===== src/rtl/pipeline_hazard_ctrl.sv =====
// pipeline_hazard_ctrl: stall/flush/freeze/halt control for a 5-stage pipeline with perf counters.
module pipeline_hazard_ctrl #(
  parameter int DRAIN_CYCLES = 3,
  parameter int CNT_W = 16
) (
  input  logic             clk,
  input  logic             reset,
  input  logic [4:0]       IDRs1,
  input  logic [4:0]       IDRs2,
  input  logic             EXMemRead,
  input  logic [4:0]       EXRd,
  input  logic             EXBranchTaken,
  input  logic             HaltReq,
  input  logic             DMemReq,
  input  logic             DMemReady,
  output logic             PCWrite,
  output logic             IFIDWrite,
  output logic             IDEXWrite,
  output logic             EXMEMWrite,
  output logic             IFIDFlush,
  output logic             IDEXFlush,
  output logic             MEMWBBubble,
  output logic             Halted,
  output logic [CNT_W-1:0] StallCnt,
  output logic [CNT_W-1:0] FlushCnt
);
  typedef enum logic [1:0] {RUN, MEM_WAIT, DRAIN, HALTED} state_t;
  state_t state_q, state_d;
  logic [2:0] cnt_q, cnt_d;
  logic ret_q, ret_d;
  logic [CNT_W-1:0] stall_q, stall_d, flush_q, flush_d;
  logic frz, eff_drain, lu, br;
  assign frz = DMemReq & ~DMemReady;
  // a resolving MEM_WAIT behaves as the state it interrupted (ret_q=1 means DRAIN)
  assign eff_drain = (state_q == DRAIN) || (state_q == MEM_WAIT && ret_q);
  always_comb begin
    state_d = state_q;
    cnt_d = cnt_q;
    ret_d = ret_q;
    lu = 1'b0;
    br = 1'b0;
    {PCWrite, IFIDWrite, IDEXWrite, EXMEMWrite} = 4'b1111;
    {IFIDFlush, IDEXFlush, MEMWBBubble, Halted} = 4'b0000;
    if (state_q == HALTED) begin
      {PCWrite, IFIDWrite, IDEXWrite, EXMEMWrite} = 4'b0000;
      Halted = 1'b1;
    end else if (frz) begin
      {PCWrite, IFIDWrite, IDEXWrite, EXMEMWrite} = 4'b0000;
      MEMWBBubble = 1'b1;
      if (state_q != MEM_WAIT) begin
        state_d = MEM_WAIT;
        ret_d = state_q == DRAIN;
      end
    end else if (eff_drain) begin
      {PCWrite, IFIDWrite, IFIDFlush} = 3'b001;
      cnt_d = cnt_q - 3'd1;
      state_d = cnt_q == 3'd1 ? HALTED : DRAIN;
    end else begin
      state_d = RUN;
      lu = EXMemRead && EXRd != 5'd0 && (EXRd == IDRs1 || EXRd == IDRs2);
      if (EXBranchTaken) begin
        br = 1'b1;
        {IFIDFlush, IDEXFlush} = 2'b11;
      end else if (lu) begin
        {PCWrite, IFIDWrite, IDEXFlush} = 3'b001;
      end else if (HaltReq) begin
        state_d = DRAIN;
        cnt_d = 3'(DRAIN_CYCLES);
      end
    end
    stall_d = ((frz && state_q != HALTED) || (lu && !br)) && !(&stall_q) ? stall_q + CNT_W'(1) : stall_q;
    flush_d = br && !(&flush_q) ? flush_q + CNT_W'(1) : flush_q;
  end
  always_ff @(posedge clk) begin
    if (reset) begin
      state_q <= RUN;
      cnt_q <= 3'd0;
      ret_q <= 1'b0;
      stall_q <= '0;
      flush_q <= '0;
    end else begin
      state_q <= state_d;
      cnt_q <= cnt_d;
      ret_q <= ret_d;
      stall_q <= stall_d;
      flush_q <= flush_d;
    end
  end
  assign StallCnt = stall_q;
  assign FlushCnt = flush_q;
endmodule


===== config.mk =====
export PLATFORM = sky130hd
export DESIGN_NAME = pipeline_hazard_ctrl
export DESIGN_NICKNAME = d
export VERILOG_FILES = /design/src/rtl/pipeline_hazard_ctrl.sv
export SDC_FILE = /design/constraint.sdc
export NUM_CORES = 1
export LEC_CHECK = 0
export CORE_MARGIN = 2
export CORE_UTILIZATION = 42
export CTS_CLUSTER_SIZE = 12
export DETAILED_ROUTE_END_ITERATION = 10
export PLACE_DENSITY = 0.76
export SLEW_MARGIN = 10
export SYNTH_ARGS = -nofsm -noshare
export SYNTH_HDL_FRONTEND = slang
export SYNTH_SLANG_ARGS = --single-unit

===== constraint.sdc =====
create_clock -name clk -period 2.2 [get_ports clk]
set_input_delay 0.55 -clock clk [delete_from_list [all_inputs] [get_ports clk]]
set_output_delay 0.55 -clock clk [all_outputs]
set_load 0.02 [all_outputs]

==> impl_metrics.sql <==
INSERT INTO impl_metrics (metric_group, metric, value, unit) VALUES
('placement', 'dp_hpwl', '3887', 'um'),
('sta', 'number_of_setup_violations_in_the_final_report', '4', ''),
('finish', 'multi_input_area', '0.001334', 'mm^2'),
('global_route', 'global_route.usage.total', '20.19', '%'),
('finish', 'layout_commonest_cell', 'sky130_fd_sc_hd__dfxtp_1', ''),
('power', 'clockPowerShare', '41.4', '%'),
('route', 'routed-via-count', '2163', ''),
('die', 'die-height', '73.43', 'um'),
('die', 'ios', '62', ''),
('setup_path', 'regToRegStartpoint', 'StallCnt[5]', ''),
('power', 'pwr-share-seq', '40.4', '%'),
('logic_synthesis', 'synthesis.area', '0.002024', 'mm^2'),
('power', 'p_sw', '422.3', 'uW'),
('logic_synthesis', 'synth-warning-count', '0', ''),
('sta', 'slew_violations', '0', ''),
('setup_path', 'crit_arrival', '1.76', 'ns'),
('logic_synthesis', 'synth.area.top_cells', 'sky130_fd_sc_hd__dfxtp_1, sky130_fd_sc_hd__xnor2_1, sky130_fd_sc_hd__a21oi_1', ''),
('worst_hold_path', 'min-delay-path-class', 'reg -> reg', ''),
('placement', 'place_congestion', '0.7740', ''),
('sta', 'setup_slack', '-0.1144', 'ns'),
('logic_synthesis', 'syn-mean-instance-area', '8.229', 'um^2'),
('status', 'violated_checks', 'negative setup slack', ''),
('sta', 'period_minus_slack', '2.314', 'ns'),
('power', 'power.density', '544.1', 'mW/mm^2'),
('clock_tree', 'cts-htree-levels', '2', ''),
('setup_path', 'critical_path_peak_fanout', '2', ''),
('clock_tree', 'max-clock-path-buffers', '2', ''),
('finish', 'layout-drive-gt1-share', '26.74', '%'),
('global_route', 'global_route_wire_length_before_repair', '8694', 'um'),
('sta', 'max_slew_margin', '70.03', '%'),
('die', 'placeableCoreArea', '0.004692', 'mm^2'),
('sta', 'measured_slew_at_the_worst_slew_check_pin', '0.4484', 'ns'),
('route', 'route.final.wire_length', '5660', 'um'),
('logic_synthesis', 'synth-main-ff-cell', 'sky130_fd_sc_hd__dfxtp_1', ''),
('logic_synthesis', 'synth-edff-count', '0', ''),
('clock_tree', 'clock_root_buffer', 'sky130_fd_sc_hd__clkbuf_8', ''),
('sta', 'grt_setup_unrepaired', 'true', ''),
('setup_path', 'timing.critical_path.buf_inv', '3', ''),
('status', 'status', 'complete, but fails checks', ''),
('worst_hold_path', 'min_from', 'state_q[1]', ''),
('power', 'pwr-share-comb', '18.1', '%'),
('worst_hold_path', 'holdPathEnd', 'ret_q', ''),
('clock_tree', 'tritoncts_clock_tree', 'yes', ''),
('setup_path', 'crit_end_element', 'output port', ''),
('finish', 'num-nets-final', '369', ''),
('finish', 'utilization', '69.73', '%'),
('sta', 'fin_worst_hold_slack', '0.5040', 'ns'),
('setup_path', 'timing.reg2reg.setup_slack', '0.04', 'ns'),
('setup_path', 'worst_path_max_delay_cell', 'sky130_fd_sc_hd__or4_4', ''),
('setup_path', 'r2r_cells', '8', ''),
('power', 'maximum_resistive_drop_on_vdd', '0.0005481', 'V'),
('sta', 'min_period_over_period', '105.2', '%'),
('route', 'routed_wire_length_per_instance', '14.22', 'um'),
('logic_synthesis', 'yosysTopAreaCell', 'sky130_fd_sc_hd__dfxtp_1', ''),
('logic_synthesis', 'synth-seq-cells', '38', ''),
('die', 'starting_density_of_the_core', '43.15', '%'),
('setup_path', 'critical_path_required_time', '1.65', 'ns'),
('logic_synthesis', 'synth_nets', '272', ''),
('clock_tree', 'cts.sink_count', '38', ''),
('finish', 'synthToLayoutAreaGrowth', '61.62', '%'),
('route', 'post-route-drc-count', '0', ''),
('global_route', 'largest_net_degree_at_the_start_of_global_routing', '25', ''),
('sta', 'max_freq', '432.1', 'MHz'),
('setup_path', 'worstSetupStartpointType', 'input port', ''),
('logic_synthesis', 'async_reset_ff_share', '0', '%'),
('placement', 'port_buffers', '61', ''),
('setup_path', 'cp_cell_instances', 'buf_8 > or4_4 > o21ai_2 > nand2b_4 > buf_6 > a21oi_2 > buf_4', ''),
('power', 'cellLeakagePower', '1.284', 'nW'),
('route', 'drt_pre_antenna_iters', '4', ''),
('setup_path', 'crit-reg2reg-capture', 'StallCnt[12]', ''),
('finish', 'mostFrequentLayoutCells', 'sky130_fd_sc_hd__dfxtp_1, sky130_fd_sc_hd__clkdlybuf4s50_1, sky130_fd_sc_hd__buf_4', '');
-- worst register-to-register path: cells and delay by family (launching register included) --
kind	cells	cell delay, ns
AO/OA/AOI/OAI	3	0.56
buffers and inverters	2	0.27
flip-flops	1	0.35
AND/OR/NAND/NOR	3	0.92
-- synthesized netlist by cell type (3+ instances only) --
cell and number:
sky130_fd_sc_hd__dfxtp_1 38, sky130_fd_sc_hd__a21oi_1 24, sky130_fd_sc_hd__nor2_1 23, sky130_fd_sc_hd__nand2_1 18, sky130_fd_sc_hd__o21ai_0 15, sky130_fd_sc_hd__xnor2_1 15
sky130_fd_sc_hd__or3_1 14, sky130_fd_sc_hd__nand3_1 12, sky130_fd_sc_hd__inv_1 10, sky130_fd_sc_hd__nand4_1 7, sky130_fd_sc_hd__nor3_1 6, sky130_fd_sc_hd__or4_1 5
sky130_fd_sc_hd__xor2_1 5, sky130_fd_sc_hd__ha_1 4, sky130_fd_sc_hd__o31ai_1 4, sky130_fd_sc_hd__and3_1 3, sky130_fd_sc_hd__buf_4 3, sky130_fd_sc_hd__clkbuf_1 3
sky130_fd_sc_hd__mux2i_1 3, sky130_fd_sc_hd__nand2b_1 3, sky130_fd_sc_hd__nor2b_1 3, sky130_fd_sc_hd__nor4_1 3
-- layer usage --
metal  vias to the layer above  wire length [um]  GRT usage (%)
li1                       1075                 -              -
met3                         7               316          3.704
met5                         -                 0              0
met4                         0                70          6.869
met2                        58              2823          35.34
met1                      1023              2450          24.85
-- power groups by stage --
stage | Clock, mW | Sequential, mW | Combinational (mW)
detailed placement | 0 | 0.735 | 0.281
finish | 0.738 | 0.720 | 0.323
global route | 0.756 | 0.722 | 0.350
floorplan | 0 | 0.743 | 0.137
global placement | 0 | 0.734 | 0.275
CTS | 0.743 | 0.719 | 0.292
-- registers in the layout, summed over array words and instances, names as in the netlist --
register	count
FlushCnt	16
cnt_q	3
StallCnt	16
ret_q	1
state_q	2
-- cell families after synthesis --
| logic type | synth area share, % |
|---|---|
| buffers and inverters | 4.203 |
| AOI/OAI and AO/OA | 16.94 |
| DFF | 37.58 |
| and+or+nand+nor | 28.12 |
| xor gates and xnor gates | 8.653 |
| muxes | 2.040 |
| adders and majority gates | 2.472 |
-- metrics by stage --
| stage | setup TNS (ns) | cells | area, um^2 | power, mW |
|---|---|---|---|---|
| floorplan | -0.09484 | 246 | 2053 | 0.8799 |
| global placement | -16.55 | 383 | 2913 | 1.009 |
| detailed placement | -17.97 | 383 | 2913 | 1.016 |
| CTS | -0.3573 | 397 | 3136 | 1.755 |
| global route | -0.5846 | 398 | 3272 | 1.828 |
| finish | -0.3496 | 398 | 3272 | 1.780 |
-- layout make-up --
cell class	count	share of cell area (%)
repair buffers	99	28.41
well taps	54	2.065
clock buffers	6	2.524
flip-flops and latches	38	23.25
multi-input cells	189	40.76
inverters	10	1.147
clock inverters	2	1.836
-- worst max path at each step --
stage,from,end,cells past startpoint
floorplan,EXRd[1],PCWrite,6
global placement,EXRd[1],PCWrite,7
detailed placement,EXRd[1],IFIDWrite,7
CTS,EXRd[2],IDEXFlush,7
global route,EXRd[2],IFIDWrite,7
finish,EXRd[2],IDEXFlush,7
-- repair_timing --
action                                 4_1_cts  5_1_grt
gates cloned                                 1        1
setup buffers                                5        3
setup endpoints to repair                   31       28
endpoints found under the hold margin        0        0
resized for setup                           85       35
pin swaps                                   18       21
No activity file was read; power rests on OpenSTA's default activity.
